==> config.mk <==
export PLATFORM = sky130hd
export DESIGN_NAME = seq_det_scan_ctrl
export DESIGN_NICKNAME = d
export VERILOG_FILES = /design/src/rtl/seq_det_scan_ctrl.sv
export SDC_FILE = /design/constraint.sdc
export NUM_CORES = 1
export LEC_CHECK = 0
export BUFFER_PORTS_ARGS = -buffer_cell sky130_fd_sc_hd__buf_2
export CAP_MARGIN = 20
export CORE_MARGIN = 2
export CORE_UTILIZATION = 54
export DETAILED_ROUTE_END_ITERATION = 12
export PLACE_DENSITY = 0.84
export SLEW_MARGIN = 10
export SYNTH_ARGS = -nofsm -noshare
export SYNTH_HDL_FRONTEND = slang
export SYNTH_SLANG_ARGS = --single-unit
export TNS_END_PERCENT = 50
==> constraint.sdc <==
create_clock -name clock -period 2.1 [get_ports clock]
set_input_delay 0.21 -clock clock [delete_from_list [all_inputs] [get_ports clock]]
set_output_delay 0.21 -clock clock [all_outputs]
set_load 0.05 [all_outputs]
==> src/rtl/seq_det_scan_ctrl.sv <==
// Scan controller for a serial "1011" detector: clears the detector, shifts each word in
// MSB-first, and returns a saturating per-word hit count over valid/ready handshakes.
module seq_det_scan_ctrl #(
  parameter int WORD_W  = 8,
  parameter int CNT_W   = 4,
  parameter int DET_LAT = 1
) (
  input  logic              clock,
  input  logic              reset,
  input  logic [WORD_W-1:0] word_in,
  input  logic              word_valid,
  output logic              word_ready,
  output logic [CNT_W-1:0]  result_count,
  output logic              result_valid,
  input  logic              result_ready,
  output logic              det_resetn,
  output logic              det_data,
  input  logic              det_hit,
  output logic              busy
);
  localparam int               IDX_MAX    = (WORD_W > DET_LAT) ? WORD_W : DET_LAT;
  localparam int               IDX_W      = $clog2(IDX_MAX + 1);
  localparam logic [IDX_W-1:0] LAST_BIT   = IDX_W'(WORD_W - 1);
  localparam logic [IDX_W-1:0] LAST_DRAIN = IDX_W'(DET_LAT - 1);
  localparam logic [CNT_W-1:0] CNT_MAX    = '1;

  typedef enum logic [2:0] {IDLE, CLEAR, SHIFT, DRAIN, REPORT} state_e;

  state_e              state_q;
  logic [WORD_W-1:0]   sr_q;
  logic [IDX_W-1:0]    idx_q;
  logic [CNT_W-1:0]    cnt_q;
  logic [DET_LAT-1:0]  win_q;
  logic [DET_LAT:0]    win_d;
  logic                in_window;
  logic                word_ready_q;
  logic                result_valid_q;
  logic                det_resetn_q;
  logic                det_data_q;
  logic                busy_q;

  // The SHIFT-active flag, delayed by the detector latency, marks cycles whose hits belong to this word.
  assign win_d     = {win_q, state_q == SHIFT};
  assign in_window = win_q[DET_LAT-1];

  always_ff @(posedge clock) begin
    if (reset) begin
      state_q        <= IDLE;
      sr_q           <= '0;
      idx_q          <= '0;
      cnt_q          <= '0;
      win_q          <= '0;
      word_ready_q   <= 1'b1;
      result_valid_q <= 1'b0;
      det_resetn_q   <= 1'b1;
      det_data_q     <= 1'b0;
      busy_q         <= 1'b0;
    end else begin
      win_q <= win_d[DET_LAT-1:0];
      // NOTE: the count update sits before the case so the clear on accept in IDLE wins (last <= takes effect).
      if (in_window && det_hit && (cnt_q != CNT_MAX)) cnt_q <= cnt_q + 1'b1;

      case (state_q)
        IDLE: begin
          if (word_valid) begin
            sr_q         <= word_in;
            cnt_q        <= '0;
            state_q      <= CLEAR;
            word_ready_q <= 1'b0;
            busy_q       <= 1'b1;
            det_resetn_q <= 1'b0;
          end
        end
        CLEAR: begin
          det_resetn_q <= 1'b1;
          idx_q        <= '0;
          det_data_q   <= sr_q[WORD_W-1];
          sr_q         <= sr_q << 1;
          state_q      <= SHIFT;
        end
        SHIFT: begin
          if (idx_q == LAST_BIT) begin
            det_data_q <= 1'b0;
            idx_q      <= '0;
            state_q    <= DRAIN;
          end else begin
            det_data_q <= sr_q[WORD_W-1];
            sr_q       <= sr_q << 1;
            idx_q      <= idx_q + 1'b1;
          end
        end
        DRAIN: begin
          if (idx_q == LAST_DRAIN) begin
            result_valid_q <= 1'b1;
            state_q        <= REPORT;
          end else begin
            idx_q <= idx_q + 1'b1;
          end
        end
        REPORT: begin
          if (result_ready) begin
            result_valid_q <= 1'b0;
            word_ready_q   <= 1'b1;
            busy_q         <= 1'b0;
            state_q        <= IDLE;
          end
        end
        default: state_q <= IDLE;
      endcase
    end
  end

  assign word_ready   = word_ready_q;
  assign result_count = cnt_q;
  assign result_valid = result_valid_q;
  assign det_resetn   = det_resetn_q;
  assign det_data     = det_data_q;
  assign busy         = busy_q;

endmodule

==> results.yml <==
timing:
  setup_viol: 0
  fin_skew_ps: 4.03
  timing.final.crit_share_pct: 79.1
  layout_min_cycle_time_ps: 1660
  hold_violations: 0
  worst_slew_pin_slew_ps: 625
  rsz0062_at_grt: "false"
  tns_ps: 0
  max_slew_margin_pct: 58.3
  slew_viol_final: 0
  fmax_mhz: 602
route:
  ant_nets: 0
  drt_iter0_markers: 28
  drc: 0
  drt-total-wl_mm: 2.28
  via_count: 1046
  drt-vias-per-instance: 5.72
  drt-pass1-iter-count: 4
  wl_per_cell_um: 12.5
worst_setup_path:
  critPathBufInv: 1
  cp-end-kind: "flip-flop"
  critPathMaxStageDelay_ps: 480
  crit_family: "simple AND/OR/NAND/NOR gates"
  critical_path_required_ps: 2320
  crit_fanout: 5
  crit_slowest_cell: "nor3b_1"
  path_class: "reg -> reg"
  crit_chain: "inv_1 > ha_1 > nor3b_1 > a211oi_1 > a31oi_1 > nor3_1"
  r2r_slack_ps: 440
  cp-start-kind: "flip-flop"
  arrival_ps: 1880
logic_synthesis:
  synthCells: 136
  syn_area_um2: 1230
  synth_ff_type: "dfxtp_1"
  syn_area_per_cell_um2: 9.05
  synth_warnings: 0
  synth_edf_count: 0
  yosysSeqAreaShare_pct: 40.7
  async_flop_share_pct: 0
  synth_nets: 152
  ys_seq_elements: 25
  ys_types: 38
cts:
  clkSlewWorstSetupHoldPaths_ps: 140
  cts-root-buf: "clkbuf_4"
  postCtsResizedCells: 0
  numCtsBuffers: 3
  postCtsHoldBufs: 0
  tritoncts: "yes"
  postCtsSetupRepairBufs: 0
  h-tree-depth: 1
  clockBufferDepth: 2
  cts.sinks: 25
  clock_latency_ps: 330
placed_design:
  hpwl_mm: 1.62
  place_area_um2: 1340
  port-buffer-count: 21
  gp_congestion: 0.805
  dp.cells: 179
global_routing:
  met3_usage_pct: 3.45
  grt_util_all_layers_pct: 19.4
  grt_use_met1_pct: 23.6
  antenna_found_initial: 0
  busiest_layer: "met2"
  grt.overflow.total: 0
  grt_max_degree: 23
  met2_usage_pct: 31.2
  grt_pass1_vias: 925
  grt_pass1_wl_mm: 3.84
power:
  pwr-share-comb_pct: 25.8
  internal-power_mw: 0.701
  pwr-share-seq_pct: 53.1
  p_leak_nw: 0.552
  irDropWorstVdd_mv: 0.480
  p_sw_share_pct: 33.3
  switchingPower_mw: 0.350
  power_frac_clock_pct: 21.1
  p_per_area_nw_per_um2: 769
job:
  cap_viol_max_count: 0
cells_and_area:
  stdcell_area_um2: 1370
  fillers: 200
  nets: 172
  layout-drive-gt1-share_pct: 21.9
  syn_to_final_growth_pct: 11.0
  antenna_cells: 0
  instances_no_fill: 183
floorplanning:
  die_height_um: 51.8
  dieArea_um2: 2680
  core_um2: 2190
  ioPinCount: 22
  dieWidth_um: 51.8
  row_count: 17
  initial_core_util_pct: 56.2
hold_path:
  min_path_type: "in -> reg"
run_status:
  status: "finished, final reports clean"
## worst register-to-register path, delay by kind of cell, from the launching register on
kind / cells / cell delay [ps]
buffers and inverters: 1 / 70
AO/OA/AOI/OAI: 2 / 420
flip-flops: 1 / 380
AND/OR/NAND/NOR: 2 / 540
adder cells (fa/ha/maj): 1 / 130
## Yosys cell counts, types with 2 or more instances
library cell / instances / area share [%]
dfxtp_1: 25 / 41
a21oi_1: 8 / 3.3
nor3_1: 3 / 1.2
inv_1: 3 / 0.91
nor2b_1: 2 / 1.0
nand3_1: 8 / 3.3
nor2_1: 20 / 6.1
nor3b_1: 3 / 1.8
mux2i_1: 9 / 7.3
a211oi_1: 6 / 3.7
buf_2: 2 / 0.81
nand3b_1: 3 / 1.8
nand2_1: 7 / 2.1
a211oi_2: 3 / 3.0
a31oi_1: 3 / 1.5
ha_1: 3 / 3.0
o21ai_0: 4 / 1.6
o21bai_1: 2 / 1.2
clkbuf_1: 3 / 0.91
## registers in the layout, summed over array words and instances (netlist names)
signal,count
busy,1
state_q,3
word_ready,1
det_resetn,1
in_window,1
det_data,1
result_count,4
result_valid,1
sr_q,8
idx_q,4
## area by class of cell
type	count	area, µm²	share of cell area [%]
multi-input cells	101	679	49.7
well taps	28	35.0	2.56
flip-flops and latches	25	500	36.6
clock buffers	3	22.5	1.65
clock inverters	1	5.00	0.366
inverters	3	11.3	0.824
repair buffers	22	113	8.24
## through the flow
stage	utilization, %	power (mW)	setup WS (ps)	hold WS, ps
finish	62.4	1.05	439	144
floorplan	-	0.790	527	282
global route	62.4	1.11	251	144
global placement	61.1	0.830	543	452
CTS	62.4	1.06	444	132
detailed placement	61.1	0.843	465	467
## layer usage
layer / up-vias / part of all wire [%]
met4: 0 / 2.8
met3: 5 / 3.1
met1: 495 / 46
met2: 17 / 48
li1: 529 / -
met5: - / 0
## cell usage in the layout, fill, tap and decap left out, drive strengths merged, types with 2 or more instances in the layout
| cell | n |
|---|---|
| dfxtp | 25 |
| clkbuf | 3 |
| o21ai | 4 |
| nand2 | 7 |
| inv | 3 |
| o21bai | 2 |
| buf | 22 |
| nand3b | 3 |
| a31oi | 3 |
| a21oi | 8 |
| nor2b | 2 |
| nand3 | 8 |
| nor2 | 21 |
| mux2i | 9 |
| nor3 | 3 |
| nor3b | 3 |
| ha | 3 |
| a211oi | 9 |
## cells by family (layout without fill, tap and decap cells)
| logic type | after synthesis | count (layout) | synth area share (%) |
|---|---|---|---|
| AO/OA/AOI/OAI | 32 | 32 | 18.8 |
| XOR/XNOR | 2 | 2 | 1.42 |
| flip-flops | 25 | 25 | 40.7 |
| adder cells (fa/ha/maj) | 3 | 3 | 3.05 |
| multiplexers | 9 | 9 | 7.32 |
| AND/OR/NAND/NOR | 55 | 55 | 24.6 |
| buffers and inverters | 10 | 29 | 4.17 |
## worst paths after layout
check	from	depth (start not counted)	endpoint
worst max-delay path	idx_q[0]	6	idx_q[2]
worst min-delay path	word_in[0]	3	sr_q[0]
worst max register to register	idx_q[0]	6	idx_q[2]
worst min register to register	busy	2	busy
## power by group through the flow
stage	clock [mW]	combinational, mW	sequential (mW)
2_1_floorplan	0	0.202	0.588
3_3_place_gp	0	0.264	0.565
3_5_place_dp	0	0.274	0.569
4_1_cts	0.228	0.274	0.559
5_1_grt	0.241	0.305	0.565
6_report	0.222	0.271	0.558
No activity file was read; power rests on OpenSTA's default activity.
